## config.mk

```make
export PLATFORM = sky130hd
export DESIGN_NAME = control_unit_flat
export DESIGN_NICKNAME = d
export VERILOG_FILES = /design/src/rtl/matrix_pkg.sv /design/src/rtl/control_unit_if.sv /design/src/rtl/byte_counter.sv /design/src/rtl/control_unit.sv /design/src/flat_wrapper.sv
export SDC_FILE = /design/constraint.sdc
export NUM_CORES = 1
export LEC_CHECK = 0
export ABC_AREA = 1
export CAP_MARGIN = 20
export CORE_MARGIN = 4
export CORE_UTILIZATION = 45
export CTS_CLUSTER_DIAMETER = 30
export CTS_CLUSTER_SIZE = 24
export DETAILED_ROUTE_END_ITERATION = 12
export GPL_TIMING_DRIVEN = 0
export PLACE_DENSITY = 0.75
export SYNTH_ARGS = -nofsm -noshare
export SYNTH_HDL_FRONTEND = slang
export SYNTH_HIERARCHICAL = 1
export SYNTH_SLANG_ARGS = --single-unit
export TNS_END_PERCENT = 5
```

## constraint.sdc

```tcl
create_clock -name clk -period 2.51 [get_ports clk]
set_input_delay 0.251 -clock clk [delete_from_list [all_inputs] [get_ports clk]]
set_output_delay 0.251 -clock clk [all_outputs]
set_load 0.03 [all_outputs]
```

## src/rtl/matrix_pkg.sv

```systemverilog
// Shared constants for the matrix-multiply control path.
// Holds the FSM state codes, the default size limits and a helper that turns a
// latched matrix dimension into an element count. The top-level address logic
// imports the same constants.
package matrix_pkg;

  // Largest accepted matrix dimension N.
  localparam int unsigned MAX_SIZE = 3;
  // Bytes transmitted per result element.
  localparam int unsigned RESULT_BYTES_PER_ELEM = 2;

  // FSM state encoding. Codes 3'b110 and 3'b111 are illegal and recover to idle.
  localparam logic [2:0] StIdle       = 3'b000;
  localparam logic [2:0] StRecvSize   = 3'b001;
  localparam logic [2:0] StRecvA      = 3'b010;
  localparam logic [2:0] StRecvB      = 3'b011;
  localparam logic [2:0] StCompute    = 3'b100;
  localparam logic [2:0] StSendResult = 3'b101;

  // Number of elements in an N x N matrix.
  function automatic int unsigned elem_count(input logic [3:0] n);
    return 32'(n) * 32'(n);
  endfunction

endpackage

```

## src/rtl/control_unit_if.sv

```systemverilog
// Handshake bundle between the control unit and its UART / multiplier peers.
// master: the control unit (consumes rx/tx/mult status, drives the strobes).
// slave : the peripheral side (drives status, consumes the strobes).
//   rx_valid/rx_data   received byte strobe and data
//   tx_busy            transmitter busy
//   mult_done          multiplier result stable
//   rx_enable          receiver bytes are being consumed
//   tx_start           one-cycle transmit request
//   mult_start         one-cycle multiply start
//   read_enable_a/b    operand memory read enables
interface control_unit_if;

  logic       rx_valid;
  logic [7:0] rx_data;
  logic       tx_busy;
  logic       mult_done;
  logic       rx_enable;
  logic       tx_start;
  logic       mult_start;
  logic       read_enable_a;
  logic       read_enable_b;

  modport master (
    input  rx_valid,
    input  rx_data,
    input  tx_busy,
    input  mult_done,
    output rx_enable,
    output tx_start,
    output mult_start,
    output read_enable_a,
    output read_enable_b
  );

  modport slave (
    output rx_valid,
    output rx_data,
    output tx_busy,
    output mult_done,
    input  rx_enable,
    input  tx_start,
    input  mult_start,
    input  read_enable_a,
    input  read_enable_b
  );

endinterface

```

## src/rtl/byte_counter.sv

```systemverilog
// Saturating up-counter with synchronous clear and terminal-count compare.
//   clk_i    clock
//   rst_ni   asynchronous active-low reset
//   clr_i    synchronous clear (wins over inc_i)
//   inc_i    increment enable; ignored once the count reaches term_i
//   term_i   terminal value
//   last_o   the next increment reaches term_i
//   done_o   count equals term_i
module byte_counter #(
  parameter int unsigned Width = 8
) (
  input  logic             clk_i,
  input  logic             rst_ni,
  input  logic             clr_i,
  input  logic             inc_i,
  input  logic [Width-1:0] term_i,
  output logic             last_o,
  output logic             done_o
);

  logic [Width-1:0] count_q, count_d;

  always_comb begin
    count_d = count_q;
    if (clr_i) begin
      count_d = '0;
    end else if (inc_i && (count_q < term_i)) begin
      count_d = count_q + Width'(1);
    end
  end

  always_ff @(posedge clk_i or negedge rst_ni) begin
    if (!rst_ni) begin
      count_q <= '0;
    end else begin
      count_q <= count_d;
    end
  end

  assign last_o = ((count_q + Width'(1)) == term_i);
  assign done_o = (count_q == term_i);

endmodule

```

## src/rtl/control_unit.sv

```systemverilog
// Sequencer for a UART-fed matrix multiplier.
// Receives a size byte N, then N*N bytes of A and N*N bytes of B, starts the
// multiplier, waits for it, then paces RESULT_BYTES_PER_ELEM*N*N result bytes
// out through the transmitter before returning to idle.
//   clk            system clock
//   rst            asynchronous active-low reset
//   bus            handshake bundle (master side)
//   current_state  encoded FSM state
//   matrix_size    latched dimension N
module control_unit #(
  parameter int unsigned MAX_SIZE              = matrix_pkg::MAX_SIZE,
  parameter int unsigned RESULT_BYTES_PER_ELEM = matrix_pkg::RESULT_BYTES_PER_ELEM
) (
  input  logic                  clk,
  input  logic                  rst,
  control_unit_if.master        bus,
  output logic [2:0]            current_state,
  output logic [3:0]            matrix_size
);

  import matrix_pkg::*;

  // Wide enough for the full result byte count at the largest size.
  localparam int unsigned CntW = $clog2(RESULT_BYTES_PER_ELEM * MAX_SIZE * MAX_SIZE + 1);

  logic [2:0]      state_q, state_d;
  logic [3:0]      size_q, size_d;
  logic            tx_start_q;
  logic            mult_start_q;
  logic            tx_start;

  logic            rx_clr, rx_inc, rx_last;
  logic            tx_clr, tx_inc, tx_done;
  logic [CntW-1:0] rx_term, tx_term;

  logic [3:0]      rx_n;
  logic            size_ok;

  logic [3:0]      unused_rx_hi;
  logic            unused_rx_done;
  logic            unused_tx_last;

  assign rx_n         = bus.rx_data[3:0];
  assign unused_rx_hi = bus.rx_data[7:4];
  assign size_ok      = (rx_n != 4'd0) && (32'(rx_n) <= MAX_SIZE);

  assign rx_term = CntW'(elem_count(size_q));
  assign tx_term = CntW'(RESULT_BYTES_PER_ELEM * elem_count(size_q));

  byte_counter #(
    .Width (CntW)
  ) u_rx_cnt (
    .clk_i  (clk),
    .rst_ni (rst),
    .clr_i  (rx_clr),
    .inc_i  (rx_inc),
    .term_i (rx_term),
    .last_o (rx_last),
    .done_o (unused_rx_done)
  );

  byte_counter #(
    .Width (CntW)
  ) u_tx_cnt (
    .clk_i  (clk),
    .rst_ni (rst),
    .clr_i  (tx_clr),
    .inc_i  (tx_inc),
    .term_i (tx_term),
    .last_o (unused_tx_last),
    .done_o (tx_done)
  );

  always_comb begin
    state_d  = state_q;
    size_d   = size_q;
    rx_clr   = 1'b0;
    rx_inc   = 1'b0;
    tx_clr   = 1'b0;
    tx_inc   = 1'b0;
    tx_start = 1'b0;

    case (state_q)
      StIdle: begin
        rx_clr  = 1'b1;
        tx_clr  = 1'b1;
        state_d = StRecvSize;
      end

      StRecvSize: begin
        // Out-of-range sizes are dropped and the previous size is kept.
        if (bus.rx_valid && size_ok) begin
          size_d  = rx_n;
          state_d = StRecvA;
        end
      end

      StRecvA, StRecvB: begin
        if (bus.rx_valid) begin
          rx_inc = 1'b1;
          if (rx_last) begin
            rx_clr  = 1'b1;
            state_d = (state_q == StRecvA) ? StRecvB : StCompute;
          end
        end
      end

      StCompute: begin
        if (bus.mult_done) begin
          state_d = StSendResult;
        end
      end

      StSendResult: begin
        if (!tx_done) begin
          // A gap cycle after every request lets the transmitter raise tx_busy.
          if (!bus.tx_busy && !tx_start_q) begin
            tx_start = 1'b1;
            tx_inc   = 1'b1;
          end
        end else if (!bus.tx_busy) begin
          state_d = StIdle;
        end
      end

      default: begin
        state_d = StIdle;
      end
    endcase
  end

  always_ff @(posedge clk or negedge rst) begin
    if (!rst) begin
      state_q      <= StIdle;
      size_q       <= 4'd0;
      tx_start_q   <= 1'b0;
      mult_start_q <= 1'b0;
    end else begin
      state_q      <= state_d;
      size_q       <= size_d;
      tx_start_q   <= tx_start;
      // High only during the first cycle spent in compute.
      mult_start_q <= (state_d == StCompute) && (state_q != StCompute);
    end
  end

  assign bus.rx_enable     = (state_q == StRecvSize) || (state_q == StRecvA) ||
                             (state_q == StRecvB);
  assign bus.read_enable_a = (state_q == StCompute) || (state_q == StSendResult);
  assign bus.read_enable_b = (state_q == StCompute) || (state_q == StSendResult);
  assign bus.tx_start      = tx_start;
  assign bus.mult_start    = mult_start_q;

  assign current_state = state_q;
  assign matrix_size   = size_q;

endmodule

```

## src/flat_wrapper.sv

```systemverilog
// flat-port wrapper written by rule: the top's interface ports become plain ports
module control_unit_flat import matrix_pkg::*;
#(
  parameter int unsigned MAX_SIZE              = matrix_pkg::MAX_SIZE,
  parameter int unsigned RESULT_BYTES_PER_ELEM = matrix_pkg::RESULT_BYTES_PER_ELEM
)
  (clk, rst, current_state, matrix_size, bus_rx_valid, bus_rx_data, bus_tx_busy, bus_mult_done, bus_rx_enable, bus_tx_start, bus_mult_start, bus_read_enable_a, bus_read_enable_b);
  control_unit_if bus_i ();
  input  logic clk;
  input  logic rst;
  output logic [2:0] current_state;
  output logic [3:0] matrix_size;
  input wire logic [$bits(bus_i.rx_valid)-1:0] bus_rx_valid;
  input wire logic [$bits(bus_i.rx_data)-1:0] bus_rx_data;
  input wire logic [$bits(bus_i.tx_busy)-1:0] bus_tx_busy;
  input wire logic [$bits(bus_i.mult_done)-1:0] bus_mult_done;
  output wire logic [$bits(bus_i.rx_enable)-1:0] bus_rx_enable;
  output wire logic [$bits(bus_i.tx_start)-1:0] bus_tx_start;
  output wire logic [$bits(bus_i.mult_start)-1:0] bus_mult_start;
  output wire logic [$bits(bus_i.read_enable_a)-1:0] bus_read_enable_a;
  output wire logic [$bits(bus_i.read_enable_b)-1:0] bus_read_enable_b;
  assign bus_i.rx_valid = bus_rx_valid;
  assign bus_i.rx_data = bus_rx_data;
  assign bus_i.tx_busy = bus_tx_busy;
  assign bus_i.mult_done = bus_mult_done;
  assign bus_rx_enable = bus_i.rx_enable;
  assign bus_tx_start = bus_i.tx_start;
  assign bus_mult_start = bus_i.mult_start;
  assign bus_read_enable_a = bus_i.read_enable_a;
  assign bus_read_enable_b = bus_i.read_enable_b;
  control_unit #(.MAX_SIZE(MAX_SIZE), .RESULT_BYTES_PER_ELEM(RESULT_BYTES_PER_ELEM)) u_core (.clk(clk), .rst(rst), .bus(bus_i), .current_state(current_state), .matrix_size(matrix_size));
endmodule
```

## After elaboration in Yosys (flattened, before gate mapping)

Cells that the tools add are included.

- Register bits: 19
- Word-level logic and storage cells: 59

- Reduce and logical (&&, ||, !) cells: 17
- Multiply operators: 1
- Multiplexer cells: 21
- Add/sub/neg operators: 2
- Magnitude comparators: 3
- Equal/unequal tests: 9

Operators with widths:

| operator | count |
|---|---|
| two-way mux 3 bit | 7 |
| two-way mux 5 bit | 4 |
| case mux 3 bit (5 select lines) | 1 |
| adder 5 x 1 -> 5 bit, second input constant | 2 |
| equality test 5 bit | 2 |
| less-than comparator 5 bit | 2 |
| equality test 3 bit, second input constant | 3 |
| two-way mux 1 bit | 8 |
| equality test 3 x 2 -> 1 bit, second input constant | 2 |
| logical AND 1 bit | 6 |
| multiplier 4 x 4 -> 5 bit | 1 |
| <= comparator 4 x 2 -> 1 bit, second input constant | 1 |
| nonzero test 2 bit | 2 |
| nonzero test 4 bit | 1 |
| equality test 3 x 1 -> 1 bit, second input constant | 1 |
| logical NOT 3 bit | 1 |
| logical OR 1 bit | 3 |
| inequality test 3 bit, second input constant | 1 |
| logical NOT 1 bit | 2 |
| case mux 1 bit (2 select lines) | 1 |
| AND reduction 2 bit | 1 |
| OR reduction 2 bit | 1 |

## Depth between registers and ports, before layout

- Word-level depth: 8
- Mapped depth: 18

## Modules after synthesis

The synthesis kept the hierarchy.

Modules (own cells, without submodules):

| module | instances | cells each | area an instance (sq um) |
|---|---|---|---|
| byte_counter | 2 | 87 | 560.5 |
| control_unit | 1 | 81 | 571.8 |

## Least setup slack after synthesis

Ideal clock, no wire load.

- Path kind: reg2reg
- From: register u_core.size_q[1], in the netlist u_core/matrix_size[1]
- To: register u_core.u_tx_cnt.count_q[0]
- Path buffers: 0
- Stages on the path, launching flop included: 16
- Arrival: 3.599 ns
- Setup time: 0.065 ns
- Setup slack: -1.154 ns
- Data required time: 2.445 ns
- Cell sequence: dfrtp_1 -> inv_1 -> nand2_1 -> nor2_1 -> fa_1 -> inv_1 -> ha_1 -> nand2_1 -> nor3_1 -> nor4_1 -> nand2_1 -> nor2_2 -> nand3_4 -> nand2_2 -> nand2_1 -> nand2_1

- Word-level cells in the longest chain between the ends: 6

RTL lines:

| item | RTL line | text |
|---|---|---|
| start, declared | control_unit.sv:27 | `logic [3:0] size_q, size_d;` |
| start signal, assigned | control_unit.sv:140 | `size_q <= size_d;` |
| multiplier 4 x 4 -> 5 bit | n/a |  |
| via u_core.rx_term[3] | control_unit.sv:34 | `logic [CntW-1:0] rx_term, tx_term;` |
| equality test 5 bit | byte_counter.sv:41 | `assign done_o = (count_q == term_i);` |
| via u_core.tx_done | control_unit.sv:33 | `logic tx_clr, tx_inc, tx_done;` |
| two-way mux 1 bit (2 in series) | n/a |  |
| via bus_tx_start | flat_wrapper.sv:18 | `output wire logic [$bits(bus_i.tx_start)-1:0] bus_tx_start;` |
| logical AND 1 bit | byte_counter.sv:27 | `end else if (inc_i && (count_q < term_i)) begin` |
| nonzero test 2 bit (no line) | n/a |  |
| end signal, assigned | byte_counter.sv:36 | `count_q <= count_d;` |
| end, declared | byte_counter.sv:21 | `logic [Width-1:0] count_q, count_d;` |

The timed path passes the listed nets, and every way through them passes these cells.
A chain may end at the register's enable or synchronous reset.

## Worst setup path after layout

- From: register u_core.size_q[0], in the netlist u_core/matrix_size[0]
- To: output bus_tx_start

- Word-level cells in the longest chain between the ends: 4

RTL lines:

| item | RTL line | text |
|---|---|---|
| multiplier 4 x 4 -> 5 bit | n/a |  |
| via u_core.rx_term[3] | control_unit.sv:34 |  |
| equality test 5 bit | byte_counter.sv:41 |  |
| via u_core.tx_done | control_unit.sv:33 |  |
| two-way mux 1 bit | control_unit.sv:115 | `if (!tx_done) begin` |
| two-way mux 1 bit | control_unit.sv:83 | `case (state_q)` |
| end, declared | flat_wrapper.sv:18 |  |

The timed path passes the listed nets, and every way through them passes these cells.

==> key figures <==
Global routing
  • Initial antenna violation count: 0
  • Global-route wire length before repair: 6170 um
  • Grt ovf: 0
  • Largest net degree at the start of global routing: 20
  • Vias in the first global route: 1408
  • GRT Resource Usage Total: 0.175

STA
  • RSZ-0062 raised after global routing: yes
  • Setup violators final: 1
  • Final hold violations: 0
  • Worst Clk Skew: 0.00465 ns
  • Worst-Margin Slew: 0.884 ns
  • Final cycle utilization of the critical path: 1.02
  • Tmin final: 2.57 ns
  • Worst setup margin: -0.0622 ns
  • Max_slew headroom: 0.409
  • Final-report max-slew violation count: 0
  • FMAX: 0.389 GHz

Worst setup path
  • Critical path class: flop to output port
  • Crit-path max FO: 4
  • Worst r2r dst: u_core/u_tx_cnt/count_q[2]$_DFFE_PN0P_
  • Crit path required time: 2.26 ns
  • Crit path largest cell delay: 0.60 ns
  • Slowest-stage cell, CP: fa_2
  • Buf+Inv Stages, Crit Path: 3
  • Reg-to-reg slack, setup: 0.08 ns
  • Crit path top cell by count: inv_2
  • CP top delay family: adder cells
  • Setup crit start kind: flop
  • Crit path capture type: output port
  • Arrival @ worst endpoint: 2.32 ns
  • CP Cell Sequence: nand2_2 > inv_2 > fa_2 > inv_2 > ha_4 > nand2_4 > nor3_4 > nor4_4 > buf_4
  • Reg2Reg Depth: 14
  • Reg-to-reg critical path startpoint: u_core/matrix_size[0]$_DFFE_PN0P_

Routing
  • DR vias: 1500
  • DR WL/cell: 11.0 um
  • Met1 wire length: 1660 um
  • Drt drc: 0
  • First DRT Iteration DRCs: 43
  • WL final: 3540 um
  • Routed wl met3: 122 um
  • Detail Route Antenna Nets: 0
  • Routed met2 length: 1750 um
  • DR top layer: met4
  • TritonRoute pass-1 iters: 4
  • Vias per cell: 4.66

Floorplan
  • Ports: 25
  • Effective utilization at floorplan: 0.477
  • Number of core rows: 21
  • Core Area: 3390 um2
  • Die Ht: 67.9 um
  • Die footprint: 4620 um2
  • Die width: 67.9 um

Placement
  • Post-DP HPWL: 2590 um
  • Port buffer count: 20
  • Final Wtd Congestion: 0.879
  • Place WS: -0.499 ns

Synthesis
  • Ys Warns: 6
  • Mapped Cells: 239
  • Syn Std Cell Area: 1620 um2
  • Synthesized area per cell: 6.76 um2

Clock tree
  • CTS Buffer Depth: 2
  • CTS Root Cell: clkbuf_4
  • CTS tree: done
  • Total CTS buffers: 3
  • Clk sink count: 19
  • Later-pin clock latency in the skew report: 0.30 ns
  • H-Tree Depth: 1
  • Clock transition at path regs: 0.11 ns

Flow run
  • Total of max-cap violations: 0

Pwr
  • Int Pwr: 1.27 mW
  • Sw frac: 0.529
  • Clock Power Share: 0.060
  • P_sw: 1.42 mW
  • Combinational Power Share: 0.719
  • Part of the power in registers: 0.221
  • P per Cell Area: 1280 nW/um2
  • Leakage Power: 1.06 nW
  • Tot Pwr: 2.69 mW
  • Worst VDD drop: 0.668 mV

Cells and area
  • P&R area growth vs syn: 30.3%
  • Total Nets Final: 303
  • Ratio of cells with drive above 1 in the final layout: 0.261
  • Inserted Diodes: 0

Status
  • Failing checks: setup timing
  • Status: complete, but fails checks

Min path
  • Worst hold path type: input pin to async pin
[how the worst max path moves through the flow]
stage	start	endpoint	slack (ns)	depth (start not counted)
2_1_floorplan	u_core/matrix_size[1]$_DFFE_PN0P_	u_core/u_tx_cnt/count_q[0]$_DFFE_PN0P_	-0.25	14
3_3_place_gp	u_core/matrix_size[0]$_DFFE_PN0P_	bus_tx_start	-0.50	9
3_5_place_dp	u_core/matrix_size[0]$_DFFE_PN0P_	u_core/u_rx_cnt/count_q[3]$_DFFE_PN0P_	-0.50	17
4_1_cts	u_core/matrix_size[0]$_DFFE_PN0P_	bus_tx_start	-0.14	9
5_1_grt	u_core/matrix_size[1]$_DFFE_PN0P_	bus_tx_start	-0.17	9
6_report	u_core/matrix_size[0]$_DFFE_PN0P_	bus_tx_start	-0.06	9
[layer usage]
layer | vias to the layer above | track usage
met3 | 2 | 0.0296
li1 | 803 | -
met4 | 0 | 0.0496
met1 | 666 | 0.245
met2 | 29 | 0.277
met5 | - | 0
[through the flow]
step / cells / setup TNS [ns] / util / hold WS, ns / area [um2]
floorplan: 242 / -1.29 / - / -0.0446 / 1680
global placement: 308 / -3.63 / 0.571 / 0.468 / 1940
detailed placement: 308 / -3.81 / 0.571 / 0.475 / 1940
CTS: 318 / -0.198 / 0.599 / 0.481 / 2030
global route: 322 / -0.662 / 0.622 / 0.507 / 2110
finish: 322 / -0.0622 / 0.622 / 0.436 / 2110
[power groups by stage]
stage | logic (mW) | clock network [mW] | registers, mW
final | 1.94 | 0.161 | 0.596
after global routing | 2.16 | 0.178 | 0.620
after CTS | 1.80 | 0.166 | 0.586
after detailed placement | 1.63 | 0 | 0.592
after global placement | 1.61 | 0 | 0.590
after floorplan | 1.15 | 0 | 0.650
[layout by cell type (no fill, tap or decap), drive strengths merged]
cell	instances
o21ai	2
nand3	30
o21bai	2
dfrtp	19
a21oi	3
nand3b	2
nand2	68
nor4	1
clkinv	2
fa	1
clkdlybuf4s50	19
clkbuf	4
nor3	1
ha	12
nand4	6
nor2	33
o21a	1
buf	15
inv	50
o22ai	1
conb	4
[flip-flops by register name, indices dropped and copies added (netlist names)]
| register | cells |
|---|---|
| u_core/u_tx_cnt/count_q | 5 |
| u_core/u_rx_cnt/count_q | 5 |
| u_core/bus.mult_start | 1 |
| u_core/current_state | 3 |
| u_core/tx_start_q | 1 |
| u_core/matrix_size | 4 |
[cell type report]
| cell class | count | area, um2 |
|---|---|---|
| multi-input cells | 167 | 1040 |
| repair buffers | 30 | 273 |
| flip-flops and latches | 19 | 479 |
| clock buffers | 4 | 26.3 |
| plain buffers | 4 | 37.5 |
| well taps | 46 | 57.6 |
| inverters | 52 | 198 |
| fillers | 307 | 1280 |
[timing repair]
action                                  CTS  global route
buffers inserted                          6             4
pin swaps                                 6            13
endpoints found under the setup margin   13            12
gates resized for setup                  14            15
hold buffers                              0             0
Power figures use the tool's default switching activity.
